[src/rtl/rc_pwm_pkg.sv]
// Shared types and default timing constants for the RC PWM generator.
// Widths are in clock cycles (1 cycle = 1 us at the 1 MHz board clock).
package rc_pwm_pkg;

    localparam int WIDTH_W              = 11;
    localparam int DEF_FRAME_PERIOD     = 20000;
    localparam int DEF_MIN_PULSE        = 1000;
    localparam int DEF_MAX_PULSE        = 2000;
    localparam int DEF_NEUTRAL_PULSE    = 1500;
    localparam int DEF_FAILSAFE_FRAMES  = 50;

    typedef enum logic [1:0] {
        ST_IDLE = 2'd0,
        ST_HIGH = 2'd1,
        ST_LOW  = 2'd2
    } pwm_state_t;

    function automatic logic [WIDTH_W-1:0] clamp_width(
        input logic [WIDTH_W-1:0] w,
        input logic [WIDTH_W-1:0] lo,
        input logic [WIDTH_W-1:0] hi
    );
        logic [WIDTH_W-1:0] r;
        if (w < lo) begin
            r = lo;
        end else if (w > hi) begin
            r = hi;
        end else begin
            r = w;
        end
        return r;
    endfunction

endpackage

[src/rtl/rc_pwm_frame_timer.sv]
// Frame position counter: wraps every FRAME_PERIOD cycles and flags the last
// HIGH cycle and the last cycle of the frame.
module rc_pwm_frame_timer
    import rc_pwm_pkg::*;
#(
    parameter int FRAME_PERIOD = DEF_FRAME_PERIOD
) (
    input  logic               clk,
    input  logic               rst_n,
    input  logic               start,
    input  logic               run,
    input  logic [WIDTH_W-1:0] high_len,
    output logic               high_done,
    output logic               frame_end
);

    localparam int CNT_W = $clog2(FRAME_PERIOD);
    localparam logic [CNT_W-1:0] LAST_CNT = CNT_W'(FRAME_PERIOD - 1);

    logic [CNT_W-1:0] count_r;
    logic [CNT_W-1:0] high_last_s;

    assign high_last_s = CNT_W'(high_len) - CNT_W'(1'b1);
    assign high_done   = (count_r == high_last_s);
    assign frame_end   = (count_r == LAST_CNT);

    // Position within the frame; restarts at a frame start or wrap, holds while idle.
    always_ff @(posedge clk or negedge rst_n) begin
        if (!rst_n) begin
            count_r <= '0;
        end else if (start || frame_end) begin
            count_r <= '0;
        end else if (run) begin
            count_r <= count_r + CNT_W'(1'b1);
        end else begin
            count_r <= count_r;
        end
    end

endmodule

[src/rtl/rc_pwm_generator.sv]
// RC servo/ESC PWM encoder: handshaked width command into a shadow register,
// applied only at frame starts. Optional failsafe under RC_PWM_FAILSAFE_EN.
module rc_pwm_generator
    import rc_pwm_pkg::*;
#(
    parameter int FRAME_PERIOD    = DEF_FRAME_PERIOD,
    parameter int MIN_PULSE       = DEF_MIN_PULSE,
    parameter int MAX_PULSE       = DEF_MAX_PULSE,
    parameter int NEUTRAL_PULSE   = DEF_NEUTRAL_PULSE,
    parameter int FAILSAFE_FRAMES = DEF_FAILSAFE_FRAMES
) (
    input  logic               clock_i,
    input  logic               reset_n_i,
    input  logic               enable_i,
    input  logic [WIDTH_W-1:0] width_i,
    input  logic               width_valid_i,
    output logic               width_ready_o,
    output logic               pwm_o,
    output logic               frame_start_o,
    output logic [WIDTH_W-1:0] active_width_o,
    output logic               clamped_o,
    output logic               failsafe_o
);

    localparam logic [WIDTH_W-1:0] MIN_W     = WIDTH_W'(MIN_PULSE);
    localparam logic [WIDTH_W-1:0] MAX_W     = WIDTH_W'(MAX_PULSE);
    localparam logic [WIDTH_W-1:0] NEUTRAL_W = WIDTH_W'(NEUTRAL_PULSE);

    pwm_state_t         state_r;
    logic               pwm_r;
    logic               frame_start_r;
    logic               clamped_r;
    logic               pending_r;
    logic [WIDTH_W-1:0] shadow_r;
    logic [WIDTH_W-1:0] active_r;

    logic               high_done_s;
    logic               frame_end_s;
    logic               begin_frame_s;
    logic               accept_s;
    logic               out_of_range_s;
    logic               run_s;

    // Ready is simply "no command waiting", so an accept can never coincide with a load.
    assign width_ready_o  = ~pending_r;
    assign accept_s       = width_valid_i & ~pending_r;
    assign out_of_range_s = (width_i < MIN_W) | (width_i > MAX_W);
    assign run_s          = (state_r != ST_IDLE);

    assign pwm_o          = pwm_r;
    assign frame_start_o  = frame_start_r;
    assign active_width_o = active_r;
    assign clamped_o      = clamped_r;

    // A new frame begins from IDLE, or at the wrap of a LOW phase, while enabled.
    always_comb begin
        begin_frame_s = 1'b0;
        case (state_r)
            ST_IDLE: begin_frame_s = enable_i;
            ST_LOW:  begin_frame_s = frame_end_s & enable_i;
            default: begin_frame_s = 1'b0;
        endcase
    end

    rc_pwm_frame_timer #(
        .FRAME_PERIOD (FRAME_PERIOD)
    ) u_timer (
        .clk       (clock_i),
        .rst_n     (reset_n_i),
        .start     (begin_frame_s),
        .run       (run_s),
        .high_len  (active_r),
        .high_done (high_done_s),
        .frame_end (frame_end_s)
    );

    // Frame FSM with registered pwm and frame-start outputs.
    always_ff @(posedge clock_i or negedge reset_n_i) begin
        if (!reset_n_i) begin
            state_r       <= ST_IDLE;
            pwm_r         <= 1'b0;
            frame_start_r <= 1'b0;
        end else if (begin_frame_s) begin
            state_r       <= ST_HIGH;
            pwm_r         <= 1'b1;
            frame_start_r <= 1'b1;
        end else begin
            frame_start_r <= 1'b0;
            case (state_r)
                ST_IDLE: begin
                    state_r <= ST_IDLE;
                    pwm_r   <= 1'b0;
                end
                ST_HIGH: begin
                    if (high_done_s) begin
                        state_r <= ST_LOW;
                        pwm_r   <= 1'b0;
                    end else begin
                        state_r <= ST_HIGH;
                        pwm_r   <= 1'b1;
                    end
                end
                ST_LOW: begin
                    pwm_r <= 1'b0;
                    if (frame_end_s) begin
                        state_r <= ST_IDLE;
                    end else begin
                        state_r <= ST_LOW;
                    end
                end
                default: begin
                    state_r <= ST_IDLE;
                    pwm_r   <= 1'b0;
                end
            endcase
        end
    end

    // Command handshake: clamp into the shadow register, release it at the next frame start.
    always_ff @(posedge clock_i or negedge reset_n_i) begin
        if (!reset_n_i) begin
            shadow_r  <= NEUTRAL_W;
            pending_r <= 1'b0;
            clamped_r <= 1'b0;
        end else begin
            clamped_r <= accept_s & out_of_range_s;
            if (accept_s) begin
                shadow_r  <= clamp_width(width_i, MIN_W, MAX_W);
                pending_r <= 1'b1;
            end else if (begin_frame_s && pending_r) begin
                pending_r <= 1'b0;
            end else begin
                pending_r <= pending_r;
            end
        end
    end

`ifdef RC_PWM_FAILSAFE_EN
    localparam int FS_W = $clog2(FAILSAFE_FRAMES + 1);
    localparam logic [FS_W-1:0] FS_LAST = FS_W'(FAILSAFE_FRAMES - 1);
    localparam logic [FS_W-1:0] FS_SAT  = FS_W'(FAILSAFE_FRAMES);

    logic [FS_W-1:0] stale_frames_r;
    logic            failsafe_r;

    assign failsafe_o = failsafe_r;

    // Active width update; frames without a fresh command eventually fall back to neutral.
    always_ff @(posedge clock_i or negedge reset_n_i) begin
        if (!reset_n_i) begin
            active_r       <= NEUTRAL_W;
            failsafe_r     <= 1'b0;
            stale_frames_r <= '0;
        end else if (begin_frame_s) begin
            if (pending_r) begin
                active_r       <= shadow_r;
                failsafe_r     <= 1'b0;
                stale_frames_r <= '0;
            end else if (stale_frames_r >= FS_LAST) begin
                active_r       <= NEUTRAL_W;
                failsafe_r     <= 1'b1;
                stale_frames_r <= FS_SAT;
            end else begin
                stale_frames_r <= stale_frames_r + FS_W'(1'b1);
            end
        end else if (state_r == ST_IDLE) begin
            stale_frames_r <= '0;
        end else begin
            stale_frames_r <= stale_frames_r;
        end
    end
`else
    assign failsafe_o = 1'b0;

    // Active width update: the last commanded width is held indefinitely.
    always_ff @(posedge clock_i or negedge reset_n_i) begin
        if (!reset_n_i) begin
            active_r <= NEUTRAL_W;
        end else if (begin_frame_s && pending_r) begin
            active_r <= shadow_r;
        end else begin
            active_r <= active_r;
        end
    end
`endif

endmodule

[config.mk]
export PLATFORM = sky130hd
export DESIGN_NAME = rc_pwm_generator
export DESIGN_NICKNAME = d
export VERILOG_FILES = /design/src/rtl/rc_pwm_pkg.sv /design/src/rtl/rc_pwm_frame_timer.sv /design/src/rtl/rc_pwm_generator.sv
export SDC_FILE = /design/constraint.sdc
export NUM_CORES = 1
export LEC_CHECK = 0
export BUFFER_PORTS_ARGS = -buffer_cell sky130_fd_sc_hd__buf_2
export CAP_MARGIN = 20
export CORE_MARGIN = 10
export CORE_UTILIZATION = 50
export DETAILED_ROUTE_END_ITERATION = 8
export GPL_TIMING_DRIVEN = 0
export PLACE_DENSITY = 0.71
export SKIP_CTS_REPAIR_TIMING = 1
export SYNTH_ARGS = -nofsm -noshare
export SYNTH_HDL_FRONTEND = slang
export SYNTH_SLANG_ARGS = --single-unit
[constraint.sdc]
create_clock -name clock_i -period 2.6 [get_ports clock_i]
set_clock_uncertainty 0.2 [all_clocks]
set_input_delay 0.26 -clock clock_i [delete_from_list [all_inputs] [get_ports clock_i]]
set_output_delay 0.26 -clock clock_i [all_outputs]
set_load 0.02 [all_outputs]
[After elaboration in Yosys (flattened, before gate mapping)]
Cells that the tools add are included.
Word-level totals
  output and inout bits: 16
  register bits: 43
Operators by class
  $lt $le $gt $ge: 2
  multiplexer cells: 15
  bitwise logic cells: 5
  add/subtract/negate cells: 2
  equal/unequal tests: 4
  reduce and logical (&&, ||, !) cells: 6
Operators with widths (count)
  $mux 15: 2
  $mux 11: 2
  $add 15x1->15 const B: 1
  $eq 15x15->1: 1
  $eq 15x15->1 const B: 1
  $sub 11x1->12 const B: 1
  $gt 11x11->1 const B: 1
  $lt 11x10->1 const B: 1
  $mux 1: 6
  $mux 2: 3
  $reduce_bool 2->1: 3
  $pmux 2 s2: 1
  $and 1x1->1: 3
  $eq 2x1->1 const B: 1
  $eq 2x2->1 const B: 1
  $logic_not 2->1: 1
  $pmux 1 s2: 1
  $logic_and 1x1->1: 1
  $logic_or 1x1->1: 1
  $not 1->1: 1
  $or 1x1->1: 1

[Logic depth before layout (Yosys ltp)]
Gate-level depths: netlist of the first run.
  word-level depth: 6
  depth in mapped cells: 8
  depth with buffers taken out: 8

[Hierarchy]
Synthesis of the first run repeated with hierarchy kept, for this count alone.
Second synthesis, totals
  cells, all modules: 255
  area total of the unflattened synthesis: 2496.1 sq um
Modules (own cells, without submodules)
  rc_pwm_generator: cells an instance 111, times used 1, area an instance 1256.2 sq um, seq. area each 718.2 sq um
  rc_pwm_frame_timer: cells an instance 144, times used 1, area an instance 1239.9 sq um, seq. area each 375.4 sq um

[Worst setup path after synthesis of the first run]
No wires, ideal clock.
  path type: register to register
  from: register active_r[0], in the netlist active_width_o[0]
  to: register state_r[0]
  buffers on the path: 0
  cell stages (with the launch flop): 9
  arrival time: 2.112 ns
  period minus slack after synthesis: 2.431 ns
  path slack: 0.169 ns
  cells stage by stage: dfrtp_1 -> inv_1 -> ha_1 -> nor4b_4 -> a21oi_1 -> or4b_1 -> a21oi_2 -> nand4_1 -> a31o_1
On the way
  longest elaborated chain between the ends: 5
Ends and longest elaborated chain
  start, declared: line rc_pwm_generator.sv:35  | logic [WIDTH_W-1:0] active_r;
  start signal, assigned: line rc_pwm_generator.sv:180  | active_r <= shadow_r;
  start signal, assigned: line rc_pwm_generator.sv:182  | active_r <= active_r;
  $sub 11x1->12: line rc_pwm_frame_timer.sv:23  | assign high_last_s = CNT_W'(high_len) - CNT_W'(1'b1);
  $eq 15x15->1: line rc_pwm_frame_timer.sv:24  | assign high_done = (count_r == high_last_s);
  $mux 2: line rc_pwm_generator.sv:95  | if (high_done_s) begin
  $pmux 2 s2: line rc_pwm_generator.sv:89  | case (state_r)
  $mux 2: line rc_pwm_generator.sv:83  | end else if (begin_frame_s) begin
  end signal, assigned: line rc_pwm_generator.sv:84  | state_r <= ST_HIGH;
  end signal, assigned: line rc_pwm_generator.sv:91  | state_r <= ST_IDLE;
  end signal, assigned: line rc_pwm_generator.sv:96  | state_r <= ST_LOW;
  end, declared: line rc_pwm_generator.sv:29  | pwm_state_t state_r;
No other way between the ends.
A chain may end at the register's enable or synchronous reset.

[Worst setup path in the final report of the first run]
  from: register active_r[1], in the netlist active_width_o[1]
  to: register state_r[0]
The elaborated chain is that of the path after synthesis.

==> key figures, run 1 <==
STA
  • Final hold violation count: 1
  • Worst-Margin Slew: 0.917 ns
  • Final setup vio count: 0
  • Fmax: 415 MHz
  • Min cycle time layout: 2.41 ns
  • Fin crit share: 92.8%
  • Hold Slack: -0.00508 ns
  • Max-slew violations: 0
  • RSZ-0062 raised after global routing: no
  • Max transition margin: 38.9%

Setup path
  • Depth of the most critical reg-to-reg path: 8
  • Cell family with most CP delay: simple AND/OR/NAND/NOR gates
  • CP Max Fanout: 4
  • Reg2reg setup slack: 0.19 ns
  • Crit path buf inv count: 1
  • Slowest CP cell: or4b_1
  • CP Launch Type: flop
  • Reg2Reg Launch Point: active_width_o[1]
  • Crit path cell chain: inv_1 > ha_4 > nor4b_4 > a21oi_1 > or4b_1 > a21oi_2 > nand4_1 > a31o_1
  • CP Capture Type: flop
  • Crit-path max cell delay: 0.54 ns
  • Critical path type: flop to flop
  • WP data required: 2.59 ns
  • RR Endpoint: state_r[0]
  • WP data arrival: 2.40 ns

Global route
  • Global-route wire length before repair: 8920 um
  • Tot GR Track Use: 13.1%
  • Initial antenna violation count: 0
  • Largest net degree at the start of global routing: 44
  • Vias in the first global route: 1,896
  • Total grt overflow: 0

Power and ir drop
  • Worst-case vdd ir drop: 0.000490 V
  • PD cells: 1010 nW/um2
  • Pleak: 1.28 nW

Clock tree
  • CTS Sinks: 43
  • CTS root buf: clkbuf_8
  • Skew-Pair Late Insertion Delay: 0.29 ns
  • TritonCTS clock tree: yes
  • Clock-pin slew on the worst setup and hold paths: 0.08 ns
  • Depth of the CTS H-tree: 2
  • Clock tree buffer depth: 2
  • Num CTS Buffers: 5

Hold path
  • HP Class: primary input to flop
  • Hold EP: shadow_r[2]
  • Hold_sp: width_i[2]
  • Worst Hold Depth: 3

Final layout
  • Layout cells sized above 1: 27.1%
  • Fill cells: 400
  • Final core utilization: 60.2%
  • Final instance area: 2840 um2
  • Multi-input logic area: 1270 um2
  • Fin nets: 314
  • FF+latch area: 1100 um2
  • # diodes: 0
  • Area Growth Syn to Fin: 16.6%

Yosys
  • Synth Cell Area: 2440 um2
  • Cells after Synth: 253
  • Syn nets: 273
  • Count of cell types in the netlist: 51
  • Post-synth EDFFs: 0
  • Post-synth top flop: dfrtp_1
  • Yosys warning total: 0
  • Seq/Total Area, Yosys: 44.8%
  • Number of synthesized register bits: 43
  • Avg Cell Area, Syn: 9.64 um2
  • Asr flop ratio synth: 100%

Detailed routing
  • Pre-antenna DRT Iters: 4
  • DR iter-0 viols: 81
  • Drt drc: 0
  • Total Wirelength: 5110 um
  • Routed len/inst: 14.1 um
  • Detailed-route via count: 1,921
  • Via density: 5.31
  • Antenna viol nets, final: 0

Floorplan
  • Core ar.: 4720 um2
  • Initial core utilization: 51.6%
  • Die W: 89.8 um
  • Rows: 25
  • Die area: 8070 um2
  • Die H: 89.8 um
  • Total I/O pin count: 31

Placement
  • Placed Area: 2670 um2
  • Routability cong.: 0.804
  • I/O Buffers: 29
  • Dpl hpwl: 3900 um

Flow run
  • Maxcap violations: 0

Status
  • Outcome: complete, but fails checks
  • Failing checks: hold timing
layout make-up:
class                           count  area share [%]
Clock buffer                        6            2.90
Sequential cell                    43            38.6
Inverter                            9            1.19
Timing Repair Buffer               34            6.60
Tap cell                           67            2.95
Buffer                             10            1.80
Clock inverter                      2            1.23
Multi-Input combinational cell    191            44.8
tightest hold or removal path: cells and delay by family:
family | cells | cell delay, ns
compound gates | 1 | 0.07
buf+inv | 1 | 0.10
simple gates | 1 | 0.05
placed cells by master (no fill, tap or decap), types with 6 or more instances in the layout:
cell type  Yosys  layout
nand2_1       24      24
clkbuf_8       0       6
o21ai_0       12      12
xor2_1        15      15
a21oi_1       13      13
or3_1          6       6
nand4_1        7       7
inv_1          9       9
mux2_2        12      12
xnor2_1        7       7
buf_2          1      30
dfrtp_1       29      27
dfstp_2       14      14
nor4_1         6       6
nand3_1        9       9
nor2_1        26      26
how the worst max path moves through the flow:
stage / start / end / slack [ns] / cells after the start
floorplan: active_width_o[0] / state_r[0] / 0.17 / 8
global placement: active_width_o[0] / state_r[0] / 0.03 / 8
detailed placement: active_width_o[0] / state_r[0] / 0.006 / 8
CTS: active_width_o[0] / state_r[0] / -0.02 / 8
global route: active_width_o[1] / state_r[0] / 0.03 / 8
finish: active_width_o[1] / state_r[0] / 0.19 / 8
cell families (layout without fill, tap and decap cells):
logic type                 Yosys count  after routing  synth area share (%)
and+or+nand+nor                    109            109                  24.3
DFF                                 43             43                  44.8
AOI/OAI and AO/OA                   41             41                  10.8
xor gates and xnor gates            22             22                  7.90
buffers and inverters               19             61                  3.49
muxes                               13             13                  5.95
adders and majority gates            5              5                  2.57
other                                1              1                 0.154
power breakdown:
group | total [mW] | internal, mW | switching [mW]
Combinational | 1.14 | 0.525 | 0.617
Clock | 0.533 | 0.311 | 0.222
Sequential | 1.20 | 0.966 | 0.230
Total | 2.87 | 1.80 | 1.07
layer usage:
metal	vias to the layer above	share of wire, %	global-route usage [%]
li1	968	-	-
met1	911	46	15.7
met2	37	50	22.3
met3	5	3.7	3.74
met4	0	0.66	3.64
met5	-	0	0
synthesized netlist by cell type, types with 2 or more instances:
cell type / count / area (um2)
dfrtp_1: 29 / 726
nand2_1: 24 / 90.1
mux2_2: 12 / 135
a211oi_1: 2 / 15.0
or3_1: 6 / 37.5
nor2_1: 26 / 97.6
o21ai_0: 12 / 60.1
a21oi_1: 13 / 65.1
nand3_1: 9 / 45.0
o31ai_1: 2 / 15.0
xnor2_1: 7 / 61.3
nand2b_1: 4 / 25.0
a21o_1: 3 / 22.5
nor3_1: 5 / 25.0
nand4_1: 7 / 43.8
nor2b_1: 5 / 31.3
inv_1: 9 / 33.8
and2_1: 2 / 12.5
clkbuf_1: 5 / 18.8
nor4_1: 6 / 37.5
and3_1: 2 / 12.5
dfstp_2: 14 / 368
xor2_1: 15 / 131
ha_1: 5 / 62.6
nand4b_1: 2 / 17.5
nand3b_1: 2 / 15.0
registers in the layout (all words and copies together), names as in the netlist:
| name | flops |
|---|---|
| active_width_o | 11 |
| shadow_r | 11 |
| frame_start_o | 1 |
| pending_r | 1 |
| clamped_o | 1 |
| pwm_o | 1 |
| u_timer.count_r | 15 |
| state_r | 2 |
stage by stage:
stage	instances	setup slack, ns	TNS [ns]	hold WS [ns]	power, mW
6_report	362	0.188	0	-0.00508	2.87
5_1_grt	362	0.0274	0	0.00353	3.09
4_1_cts	357	-0.0157	-0.0157	-0.0740	2.86
3_5_place_dp	349	0.00578	0	0.254	2.32
3_3_place_gp	349	0.0279	0	0.255	2.27
2_1_floorplan	253	0.169	0	-0.236	1.98
Power figures use the tool's default switching activity.
==> run 2: changes to the inputs <==
CORE_MARGIN = 1.5   (was 10)
CORE_UTILIZATION = 57   (was 50)
PLACE_DENSITY = 0.8   (was 0.71)
==> key figures, run 2 (synthesis gave the netlist of run 1 again) <==
Status
  • Outcome: complete, but fails checks
  • Failing checks: hold timing

STA
  • Worst-Margin Slew: 0.945 ns
  • Max transition margin: 37.0%
  • RSZ-0062 raised after global routing: no
  • Min cycle time layout: 2.39 ns
  • PnR worst setup slack: 0.208 ns
  • Fmax: 418 MHz
  • Max-slew violations: 0
  • Fin crit share: 92.0%
  • Hold Slack: -0.00280 ns
  • Final setup vio count: 0
  • Setup tns final: 0 ns
  • Final hold violation count: 1

Setup path
  • Crit-path max cell delay: 0.49 ns
  • Crit path buf inv count: 1
  • CP Launch Type: flop
  • Reg2reg setup slack: 0.21 ns
  • Crit path cell chain: inv_1 > ha_2 > nor4b_4 > a21oi_1 > or4b_1 > a21oi_2 > nand4_1 > a21o_1
  • CP Capture Type: flop
  • Slowest CP cell: or4b_1
  • WP data arrival: 2.39 ns
  • CP Max Fanout: 4
  • Critical path type: flop to flop
  • Cell family with most CP delay: simple AND/OR/NAND/NOR gates
  • WP data required: 2.60 ns

Clock tree
  • Clock-pin slew on the worst setup and hold paths: 0.08 ns
  • Skew-Pair Late Insertion Delay: 0.30 ns
  • CTS Sinks: 43
  • Clock tree buffer depth: 2
  • CTS root buf: clkbuf_8
  • Depth of the CTS H-tree: 2
  • TritonCTS clock tree: yes
  • Num CTS Buffers: 5

Placement
  • Place WS: 0.00252 ns
  • I/O Buffers: 29
  • Routability cong.: 0.788
  • Dpl hpwl: 3580 um

Detailed routing
  • Antenna viol nets, final: 0
  • Via density: 5.48
  • Routed len/inst: 14.1 um
  • Pre-antenna DRT Iters: 4
  • DR iter-0 viols: 137
  • Drt drc: 0
  • Total Wirelength: 4860 um
  • Detailed-route via count: 1,890

Final layout
  • Most flop-heavy register: u_timer.count_r
  • Fill cells: 317
  • # diodes: 0
  • Max reg flops: 15
  • Final core utilization: 69.4%
  • Area Growth Syn to Fin: 15.5%
  • Most common cell after layout, fill and taps aside: buf_2
  • Layout cells sized above 1: 26.8%
  • Fin nets: 314
  • Highest-count cells in the layout ignoring fill and taps: buf_2, dfrtp_1, nor2_1

Global route
  • Initial antenna violation count: 0
  • Largest net degree at the start of global routing: 44
  • Total grt overflow: 0
  • Tot GR Track Use: 23.1%
  • Global-route wire length before repair: 7870 um
  • Vias in the first global route: 1,802

Power and ir drop
  • Final total power: 2.85 mW
  • PD cells: 1010 nW/um2
  • Worst-case vdd ir drop: 0.000579 V
  • Pleak: 1.28 nW

Hold path
  • HP Class: primary input to flop

Floorplan
  • Initial core utilization: 60.1%
  • Rows: 23
  • Total I/O pin count: 31
  • Die area: 4680 um2
  • Die H: 68.4 um
  • Core ar.: 4060 um2
  • Die W: 68.4 um

Flow run
  • Maxcap violations: 0
==> run 2: layout make-up <==
| class | instances | area [um2] | share of cell area [%] |
|---|---|---|---|
| buffer | 10 | 51.3 | 1.82 |
| clock buffer | 8 | 123 | 4.35 |
| inverter | 9 | 33.8 | 1.20 |
| multi-input combinational | 191 | 1260 | 44.8 |
| sequential | 43 | 1100 | 38.9 |
| tap | 50 | 62.6 | 2.22 |
| timing repair buffer | 34 | 188 | 6.66 |
==> run 2: worst paths after layout <==
check | from | endpoint | cells after the start
setup / recovery | active_width_o[1] | pwm_o | 8
hold / removal | width_i[2] | shadow_r[2] | 3
setup reg to reg | active_width_o[1] | pwm_o | 8
hold reg to reg | shadow_r[3] | shadow_r[3] | 2
max in group asynchronous | reset_n_i | active_width_o[0] | 2
min in group asynchronous | reset_n_i | u_timer.count_r[5] | 2
==> run 2: power by group <==
part           leakage [nW]  internal [mW]  switching (mW)
sequential            0.525          0.965           0.217
combinational         0.695          0.515           0.609
clock                0.0618          0.307           0.233
total                  1.28           1.79            1.06
==> run 2: metal layers <==
| layer | global-route usage [%] | wire length, um | vias to the layer above |
|---|---|---|---|
| met5 | 0 | 0 | - |
| li1 | - | - | 963 |
| met1 | 26.2 | 2060 | 882 |
| met2 | 40.0 | 2510 | 39 |
| met4 | 9.50 | 76 | 0 |
| met3 | 7.24 | 211 | 6 |
==> run 2: stage by stage <==
stage,cell area (um2),instances
5_1_grt,2820,345
3_5_place_dp,2650,332
4_1_cts,2770,340
2_1_floorplan,2440,253
3_3_place_gp,2650,332
6_report,2820,345
==> run 2: worst register-to-register path: cells and delay by family (launching register included) <==
family,cells,cell delay [ns]
compound gates,3,0.49
simple gates,3,0.91
flops,1,0.42
buf+inv,1,0.07
fa+ha+maj,1,0.19
